File: src/rtl/fifo_rd_packer_if.sv
// fifo_rd_packer_if
//   Bundles the FIFO read port and the packed-word valid/ready output of
//   fifo_rd_packer.
//   FIFO side : rempty, rdata (first-word-fall-through head), rinc (pop strobe)
//   Control   : flush (one-cycle request to emit a partial word)
//   Output    : out_valid, out_ready, out_data, out_count, out_last
//   master = the packer, slave = the environment (FIFO + downstream sink).
interface fifo_rd_packer_if #(
    parameter int DATA_WIDTH = 8,
    parameter int LANES      = 4,
    parameter int CNT_W      = $clog2(LANES) + 1
);
    logic                        rempty;
    logic [DATA_WIDTH-1:0]       rdata;
    logic                        rinc;
    logic                        flush;
    logic                        out_valid;
    logic                        out_ready;
    logic [DATA_WIDTH*LANES-1:0] out_data;
    logic [CNT_W-1:0]            out_count;
    logic                        out_last;

    modport master (
        input  rempty, rdata, flush, out_ready,
        output rinc, out_valid, out_data, out_count, out_last
    );

    modport slave (
        output rempty, rdata, flush, out_ready,
        input  rinc, out_valid, out_data, out_count, out_last
    );
endinterface

File: src/rtl/fifo_rd_packer.sv
// fifo_rd_packer
//   Read-domain consumer of an async FIFO. Pops DATA_WIDTH-bit entries while
//   the FIFO is non-empty and packs LANES consecutive entries into one word
//   (entry 0 in the LSBs), presented on a valid/ready output. A flush pulse
//   forces out any partial word with out_last=1.
//   Ports:
//     rclk : read-domain clock, all state on rising edge
//     rrst : asynchronous active-high reset
//     bus  : fifo_rd_packer_if.master (FIFO read port, flush, output word)
module fifo_rd_packer #(
    parameter int DATA_WIDTH = 8,
    parameter int LANES      = 4,
    parameter int CNT_W      = $clog2(LANES) + 1
) (
    input logic              rclk,
    input logic              rrst,
    fifo_rd_packer_if.master bus
);
    localparam int LW = $clog2(LANES);
    localparam logic [LW-1:0] LAST_LANE = LW'(LANES - 1);

    typedef enum logic [0:0] {
        FILL       = 1'b0,
        FLUSH_WAIT = 1'b1
    } state_t;

    state_t                            state, state_nx;
    logic [LANES-2:0][DATA_WIDTH-1:0]  acc, acc_nx;
    logic [LANES-1:0][DATA_WIDTH-1:0]  word;
    logic [LW-1:0]                     lane_cnt, cnt_nx;
    logic                              slot_free;
    logic                              pop;
    logic [CNT_W-1:0]                  n;
    logic                              load;
    logic                              load_last;
    logic [CNT_W-1:0]                  load_count;

    assign slot_free = !bus.out_valid || bus.out_ready;
    assign pop       = !rrst && !bus.rempty && (state == FILL) &&
                       ((lane_cnt < LAST_LANE) || slot_free);
    assign bus.rinc  = pop;
    assign n         = CNT_W'(lane_cnt) + CNT_W'(pop);

    // Accumulator with this edge's popped entry merged in. Lanes at or above
    // the fill point are already zero because the accumulator is cleared on
    // every emit, so this is also the zero-padded partial word for a flush.
    always_comb begin
        word            = '0;
        word[LANES-2:0] = acc;
        for (int unsigned i = 0; i < LANES; i++) begin
            if (pop && lane_cnt == LW'(i)) begin
                word[i] = bus.rdata;
            end
        end
    end

    always_comb begin
        state_nx   = state;
        acc_nx     = acc;
        cnt_nx     = lane_cnt;
        load       = 1'b0;
        load_last  = 1'b0;
        load_count = '0;
        unique case (state)
            FILL: begin
                if (pop && lane_cnt == LAST_LANE) begin
                    // Completing pop implies slot_free; a coincident flush is absorbed.
                    load       = 1'b1;
                    load_count = CNT_W'(LANES);
                    load_last  = bus.flush;
                    acc_nx     = '0;
                    cnt_nx     = '0;
                end else if (bus.flush && n != '0) begin
                    if (slot_free) begin
                        load       = 1'b1;
                        load_count = n;
                        load_last  = 1'b1;
                        acc_nx     = '0;
                        cnt_nx     = '0;
                    end else begin
                        state_nx = FLUSH_WAIT;
                        acc_nx   = word[LANES-2:0];
                        cnt_nx   = LW'(n);
                    end
                end else if (pop) begin
                    acc_nx = word[LANES-2:0];
                    cnt_nx = lane_cnt + 1'b1;
                end
            end
            FLUSH_WAIT: begin
                if (slot_free) begin
                    load       = 1'b1;
                    load_count = CNT_W'(lane_cnt);
                    load_last  = 1'b1;
                    acc_nx     = '0;
                    cnt_nx     = '0;
                    state_nx   = FILL;
                end
            end
            default: state_nx = FILL;
        endcase
    end

    always_ff @(posedge rclk or posedge rrst) begin
        if (rrst) begin
            state <= FILL;
        end else begin
            state <= state_nx;
        end
    end

    always_ff @(posedge rclk or posedge rrst) begin
        if (rrst) begin
            acc           <= '0;
            lane_cnt      <= '0;
            bus.out_valid <= 1'b0;
            bus.out_data  <= '0;
            bus.out_count <= '0;
            bus.out_last  <= 1'b0;
        end else begin
            acc      <= acc_nx;
            lane_cnt <= cnt_nx;
            if (load) begin
                bus.out_valid <= 1'b1;
                bus.out_data  <= word;
                bus.out_count <= load_count;
                bus.out_last  <= load_last;
            end else if (bus.out_ready) begin
                bus.out_valid <= 1'b0;
            end
        end
    end
endmodule

File: src/flat_wrapper.sv
// flat-port wrapper written by rule: the top's interface ports become plain ports
module fifo_rd_packer_flat 
#(
    parameter int DATA_WIDTH = 8,
    parameter int LANES      = 4,
    parameter int CNT_W      = $clog2(LANES) + 1
)
  (rclk, rrst, bus_rempty, bus_rdata, bus_flush, bus_out_ready, bus_rinc, bus_out_valid, bus_out_data, bus_out_count, bus_out_last);
  fifo_rd_packer_if #(.DATA_WIDTH(DATA_WIDTH), .LANES(LANES), .CNT_W(CNT_W)) bus_i ();
  input logic rclk;
  input logic rrst;
  input wire logic [$bits(bus_i.rempty)-1:0] bus_rempty;
  input wire logic [$bits(bus_i.rdata)-1:0] bus_rdata;
  input wire logic [$bits(bus_i.flush)-1:0] bus_flush;
  input wire logic [$bits(bus_i.out_ready)-1:0] bus_out_ready;
  output wire logic [$bits(bus_i.rinc)-1:0] bus_rinc;
  output wire logic [$bits(bus_i.out_valid)-1:0] bus_out_valid;
  output wire logic [$bits(bus_i.out_data)-1:0] bus_out_data;
  output wire logic [$bits(bus_i.out_count)-1:0] bus_out_count;
  output wire logic [$bits(bus_i.out_last)-1:0] bus_out_last;
  assign bus_i.rempty = bus_rempty;
  assign bus_i.rdata = bus_rdata;
  assign bus_i.flush = bus_flush;
  assign bus_i.out_ready = bus_out_ready;
  assign bus_rinc = bus_i.rinc;
  assign bus_out_valid = bus_i.out_valid;
  assign bus_out_data = bus_i.out_data;
  assign bus_out_count = bus_i.out_count;
  assign bus_out_last = bus_i.out_last;
  fifo_rd_packer #(.DATA_WIDTH(DATA_WIDTH), .LANES(LANES), .CNT_W(CNT_W)) u_core (.rclk(rclk), .rrst(rrst), .bus(bus_i));
endmodule
File: config.mk
export PLATFORM = sky130hd
export DESIGN_NAME = fifo_rd_packer_flat
export DESIGN_NICKNAME = d
export VERILOG_FILES = /design/src/rtl/fifo_rd_packer_if.sv /design/src/rtl/fifo_rd_packer.sv /design/src/flat_wrapper.sv
export SDC_FILE = /design/constraint.sdc
export NUM_CORES = 1
export LEC_CHECK = 0
export CORE_MARGIN = 4
export CORE_UTILIZATION = 35
export DETAILED_ROUTE_END_ITERATION = 6
export PLACE_DENSITY = 0.66
export SYNTH_ARGS = -nofsm -noshare
export SYNTH_HDL_FRONTEND = slang
export SYNTH_SLANG_ARGS = --single-unit
export TNS_END_PERCENT = 10
File: constraint.sdc
create_clock -name rclk -period 3.29 [get_ports rclk]
set_input_delay 0.4935 -clock rclk [delete_from_list [all_inputs] [get_ports rclk]]
set_output_delay 0.4935 -clock rclk [all_outputs]
set_load 0.03 [all_outputs]
==> run summary, run 1 <==
• EDFF count, synth: 0
• final standard cell area without fillers: 3690 um^2
• count of synthesis-stage warnings from yosys: 0
• number of global-route vias before repair: 2036
• estimated wirelength of the detail-placed design: 4540 um
• worst slew margin relative to its limit: 46.2%
• H-tree lvl count: 3
• number of optimization iterations in the first detailed-route pass: 4
• full die area: 9780 um^2
• overall power consumption: 3.21 mW
• Inserted Clock Buffers: 9
• Fmax: 335 MHz
• worst slack at placement: 0.153 ns
• cts-stage hold buffer count: 0
• Fin Clk Skew: 0.00615 ns
• most frequent standard cell in the layout excluding fill and tap cells: dfrtp_1
• area post-placement: 3500 um^2
• Final setup viols: 0
• Final Max Slew Viols: 0
• number of clock sinks: 64
• clk buf depth: 2
• count of endpoints failing hold in the final timing report: 0
• buffer cell driving the clock tree root: clkbuf_8
• sum of negative setup slack: 0 ns
• global-route wire length before repair: 10600 um
• leftover overflow at the end of global routing: 0
• pin count of the biggest net entering global routing: 65
• post-cts gate resize count: 0
• capture instance of the worst register-to-register path: u_core.acc[0]
• Global Route Usage Sum: 13.7%
• fraction of final layout cells sized beyond drive strength 1: 9.42%
• I/O pin total: 51
• Syn Area/Cell: 11.7 um^2
• worst-skew pair later-pin latency: 0.33 ns
• number of antenna violations at the first check in global routing: 0
• WHS Endpoint: u_core.bus.out_data[1]
• count of inserted antenna diode cells: 0
• share of the synthesized area in the top cell type: 55.4%
• total routed wirelength: 6600 um
• Worst Setup Slack, final: 0.301 ns
• required time worst endpoint: 3.55 ns
• class of the most critical hold timing path: register to register
• DRC violation count after routing: 0
• synthesized instance count: 248
• Starting Density: 36.7%
• number of nets in the layout: 322
• per-cell routed wire length: 16.1 um
• total number of vias: 2114
• biggest area contributors in the synthesized netlist: dfrtp_1, a22o_1, mux2i_1
• power density normalized to cell area: 870 nW/um^2
• standby leakage power: 1.74 nW
• average via count per standard cell: 5.16
• share of the clock period used by the worst path: 90.8%
• critical path start-end classification: register to register
• synthesized netlist net count: 267
• area leader, netlist: dfrtp_1
• critical path launch point type: register
• Port-buffer cells: 50
• clock tree from TritonCTS: built
• Worst Tran Pin Value: 0.807 ns
• Placer Congestion: 0.823
• prevailing post-synth register cell: dfrtp_1
• drt initial violations: 124
• clock-pin slew on the worst setup and hold paths: 0.07 ns
• cell area after synthesis: 2890 um^2
• horizontal extent of the die: 98.9 um
• sequential share of the synthesized area: 55.4%
• Die Ht: 98.9 um
• synth unique cells: 38
• Layout area overhead: 27.6%
• share of flip-flops with an asynchronous set or reset after synthesis: 100%
• worst slack on hold paths: 0.481 ns
• R2R setup slack: 0.30 ns
• hold_sp: u_core.bus.out_data[1]
• worst hold path cell count: 2
• outcome: complete, no violations
• max-cap check violation count: 0
• largest driver fanout on the critical path: 10
• RSZ-0062 raised after global routing: false
• row count: 32
• highest ir drop seen on vdd: 0.378 mV
• crit path capture type: register
• Crit path arrival time: 3.25 ns
• fin crit period: 2.99 ns
• Post-CTS Setup Repair Bufs: 0
• area of the core: 7890 um^2
• top library cells by usage in the layout, fill and taps aside: dfrtp_1, clkdlybuf4s50_1, a22o_1
• R2R depth: 9
• post-route antenna net violation count: 0
• synthesized flop and latch total: 64
• worst r2r src: u_core.lane_cnt[0]
## through the flow
stage	utilization (%)	std cells
after floorplan	-	248
after global placement	44.4	394
after detailed placement	44.4	394
after CTS	46.8	410
after global routing	46.8	410
final	46.8	410
## routing by layer
layer / track usage, % / vias to the layer above / part of all wire [%]
met2: 20.5 / 66 / 46
met4: 5.36 / 0 / 1.2
met3: 2.97 / 6 / 6.0
met1: 19.2 / 1021 / 47
li1: - / 1021 / -
met5: 0 / - / 0
## cells by family (layout without fill, tap and decap cells)
logic type,count (synthesis),after routing,share of synthesized area [%]
flip-flops,64,64,55.4
AND/OR/NAND/NOR,57,57,9.34
adder cells (fa/ha/maj),6,6,2.60
AO/OA/AOI/OAI,79,79,20.8
multiplexers,24,24,8.30
buffers and inverters,18,78,3.59
## synth_stat cells, types with 2 or more instances
cell type / instances
and2_1: 3
mux2i_1: 24
a21oi_4: 3
a22o_1: 33
nor2_1: 6
o22ai_1: 3
o21bai_1: 3
dfrtp_1: 64
inv_1: 4
o211ai_1: 2
nand2_1: 28
nand2b_1: 3
ha_1: 6
clkbuf_1: 2
nand3_1: 6
o21ai_0: 24
buf_2: 8
or3_1: 2
a21oi_1: 3
buf_6: 3
## state kept, by name, indices dropped and copies added (netlist names)
register	flops
u_core.acc	24
u_core.state	1
u_core.bus.out_data	32
u_core.bus.out_count	3
u_core.bus.out_last	1
u_core.bus.out_valid	1
u_core.lane_cnt	2
## worst max-delay path: stages, from the launching register on
cell      delay [ns]
dfrtp_1         0.50
ha_1            0.31
nand3b_1        0.12
and2_0          0.19
ha_1            0.21
ha_1            0.32
o31a_1          0.45
a21oi_1         0.28
and2_1          0.36
a22o_1          0.19
## where the power goes
part	switching [mW]	internal (mW)	total [mW]
Combinational	0.823	0.574	1.40
Clock	0.308	0.346	0.654
Sequential	0.144	1.02	1.16
## worst max path at each step
stage | slack (ns) | to | cells after the start | from
final | 0.30 | u_core.acc[0] | 9 | u_core.lane_cnt[0]
after global routing | 0.07 | u_core.acc[20] | 9 | u_core.lane_cnt[0]
after CTS | 0.33 | u_core.acc[0] | 9 | u_core.lane_cnt[0]
after detailed placement | 0.15 | u_core.acc[6] | 9 | bus_out_ready
after global placement | 0.19 | u_core.bus.out_data[21] | 9 | bus_rempty
after floorplan | 0.37 | u_core.bus.out_data[0] | 11 | u_core.lane_cnt[0]
## cell type report
class,instances,area [um^2]
Timing Repair Buffer,58,573
Clock buffer,10,128
Multi-Input combinational cell,166,1190
Tap cell,102,128
Sequential cell,64,1600
Fill cell,738,4200
Inverter,4,15.0
Clock inverter,6,60.1
(Power assumes the default switching activity.)
==> run 2, diff against run 1 <==
Settings changed: ABC_CLOCK_PERIOD_IN_PS set to 3290.
==> results of run 2 <==
No change in the layout: final DEF, timing and power equal those of run 1.
==> run 3, diff against run 2 <==
Settings changed: ABC_CLOCK_PERIOD_IN_PS 3290 to 2710, CAP_MARGIN set to 5, PLACE_DENSITY 0.66 to 0.68, RECOVER_POWER set to 25.
Clock period 3.29 ns to 2.71 ns, I/O delays scaled along.
==> run 3 against run 2 <==
Against the previous run:
- non-clock buffer count is 11 higher
- register-to-register slack worse by 0.14 ns
- utilization is 1.6 points higher
- cell count is 2.7% higher
- critical path type is now input port to register
- largest cell class unchanged
==> run summary, run 3 (synthesis gave the netlist of run 1 again) <==
• Final setup viols: 0
• crit path capture type: register
• utilization after layout: 48.4%
• area of the core: 7890 um^2
• most flop-heavy register: u_core.bus.out_data
• number of global-route vias before repair: 2212
• buffer cell driving the clock tree root: clkbuf_8
• capture instance of the worst register-to-register path: u_core.acc[12]
• fraction of final layout cells sized beyond drive strength 1: 13.8%
• estimated wirelength of the detail-placed design: 4730 um
• fin crit period: 2.59 ns
• total number of vias: 2170
• top library cells by usage in the layout, fill and taps aside: dfrtp_1, clkdlybuf4s50_1, a22o_1
• number of optimization iterations in the first detailed-route pass: 4
• worst hold path cell count: 2
• clock tree from TritonCTS: built
• Global Route Usage Sum: 14.3%
• total routed wirelength: 6690 um
• registers with the most flip-flops: u_core.bus.out_data x32, u_core.acc x24, u_core.bus.out_count x3
• average via count per standard cell: 5.15
• Inserted Clock Buffers: 9
• post-cts gate resize count: 0
• outcome: complete, no violations
• Die Ht: 98.9 um
• highest ir drop seen on vdd: 0.436 mV
• Placer Congestion: 0.836
• clock-pin slew on the worst setup and hold paths: 0.07 ns
• number of clock sinks: 64
• area post-placement: 3630 um^2
• class of the most critical hold timing path: register to register
• required time worst endpoint: 2.97 ns
• worst-skew pair later-pin latency: 0.33 ns
• full die area: 9780 um^2
• drt initial violations: 58
• R2R setup slack: 0.16 ns
• number of antenna violations at the first check in global routing: 0
• power density normalized to cell area: 1060 nW/um^2
• leftover overflow at the end of global routing: 0
• cts-stage hold buffer count: 0
• standby leakage power: 1.81 nW
• post-route antenna net violation count: 0
• critical path start-end classification: input port to register
• pin count of the biggest net entering global routing: 41
• Fmax: 386 MHz
• clk buf depth: 2
• DRC violation count after routing: 0
• number of nets in the layout: 333
• most frequent standard cell in the layout excluding fill and tap cells: dfrtp_1
• count of inserted antenna diode cells: 0
• max-cap check violation count: 0
• hold_sp: u_core.bus.out_data[7]
• Port-buffer cells: 50
• final standard cell area without fillers: 3820 um^2
• count of endpoints failing hold in the final timing report: 0
• Post-CTS Setup Repair Bufs: 0
• global-route wire length before repair: 11200 um
• Fin Clk Skew: 0.0106 ns
• H-tree lvl count: 3
• RSZ-0062 raised after global routing: false
• Final Max Slew Viols: 0
• largest driver fanout on the critical path: 8
• WHS Endpoint: u_core.bus.out_data[7]
• critical path launch point type: input port
• Worst Tran Pin Value: 1.07 ns
• Starting Density: 36.7%
• Crit path arrival time: 2.85 ns
• horizontal extent of the die: 98.9 um
• worst slew margin relative to its limit: 28.5%
• worst r2r src: u_core.lane_cnt[1]
• per-cell routed wire length: 15.9 um
• I/O pin total: 51
• row count: 32
• share of the clock period used by the worst path: 95.7%
• flip-flop count of the largest register after layout: 32
• Layout area overhead: 31.9%
• R2R depth: 9
==> run 3: changes by cell type in the layout (fill, tap and decap cells not counted), moves of 2 or more <==
| cell | change |
|---|---|
| and2_2 | +2 |
| buf_12 | +3 |
| buf_4 | +8 |
| clkdlybuf4s50_1 | -2 |
==> run 3: final cells by class <==
type,instances,area (um^2)
inverter,4,15.0
sequential,64,1600
fill,733,4070
multi-input combinational,166,1200
clock inverter,6,60.1
clock buffer,10,128
timing repair buffer,69,687
tap,102,128
==> run 3: per-stage QoR <==
step	hold WS (ns)	worst slack, ns	cells	power [mW]	setup TNS [ns]
final	0.481	0.118	421	4.03	0
after global routing	0.503	0.00766	421	4.30	0
after CTS	0.485	0.183	421	4.06	0
after detailed placement	0.470	-0.146	405	3.26	-4.92
after global placement	0.460	-0.0765	405	3.23	-2.00
after floorplan	0.473	0.0354	248	2.58	0
==> run 3: how the worst max path moves through the flow <==
stage / slack [ns] / endpoint / from
floorplan: 0.04 / u_core.bus.out_data[0] / u_core.lane_cnt[0]
global placement: -0.08 / u_core.acc[14] / bus_out_ready
detailed placement: -0.15 / u_core.acc[19] / bus_out_ready
CTS: 0.18 / u_core.acc[21] / u_core.lane_cnt[1]
global route: 0.008 / u_core.acc[8] / rrst
finish: 0.12 / u_core.acc[12] / rrst
==> run 3: per-layer routing <==
metal / part of all wire (%) / routed length, um / global-route usage (%) / vias up
met2: 44 / 2960 / 21.1 / 54
met5: 0 / 0 / 0 / -
met1: 49 / 3310 / 20.2 / 1064
li1: - / - / - / 1041
met4: 1.5 / 103 / 4.94 / 0
met3: 4.8 / 323 / 3.89 / 11
==> run 3: critical path: stages <==
cell and delay [ns]:
dlygate4sd3_1 0.56, nor3_2 0.17, and2_1 0.18, ha_1 0.15, ha_1 0.23, o31a_1 0.36, o21a_2 0.31, a21oi_4 0.27
a22o_1 0.20
==> run 3: report_power, final <==
group	switching, mW	internal [mW]
logic	1.06	0.794
clock network	0.366	0.420
registers	0.155	1.24
total	1.58	2.45
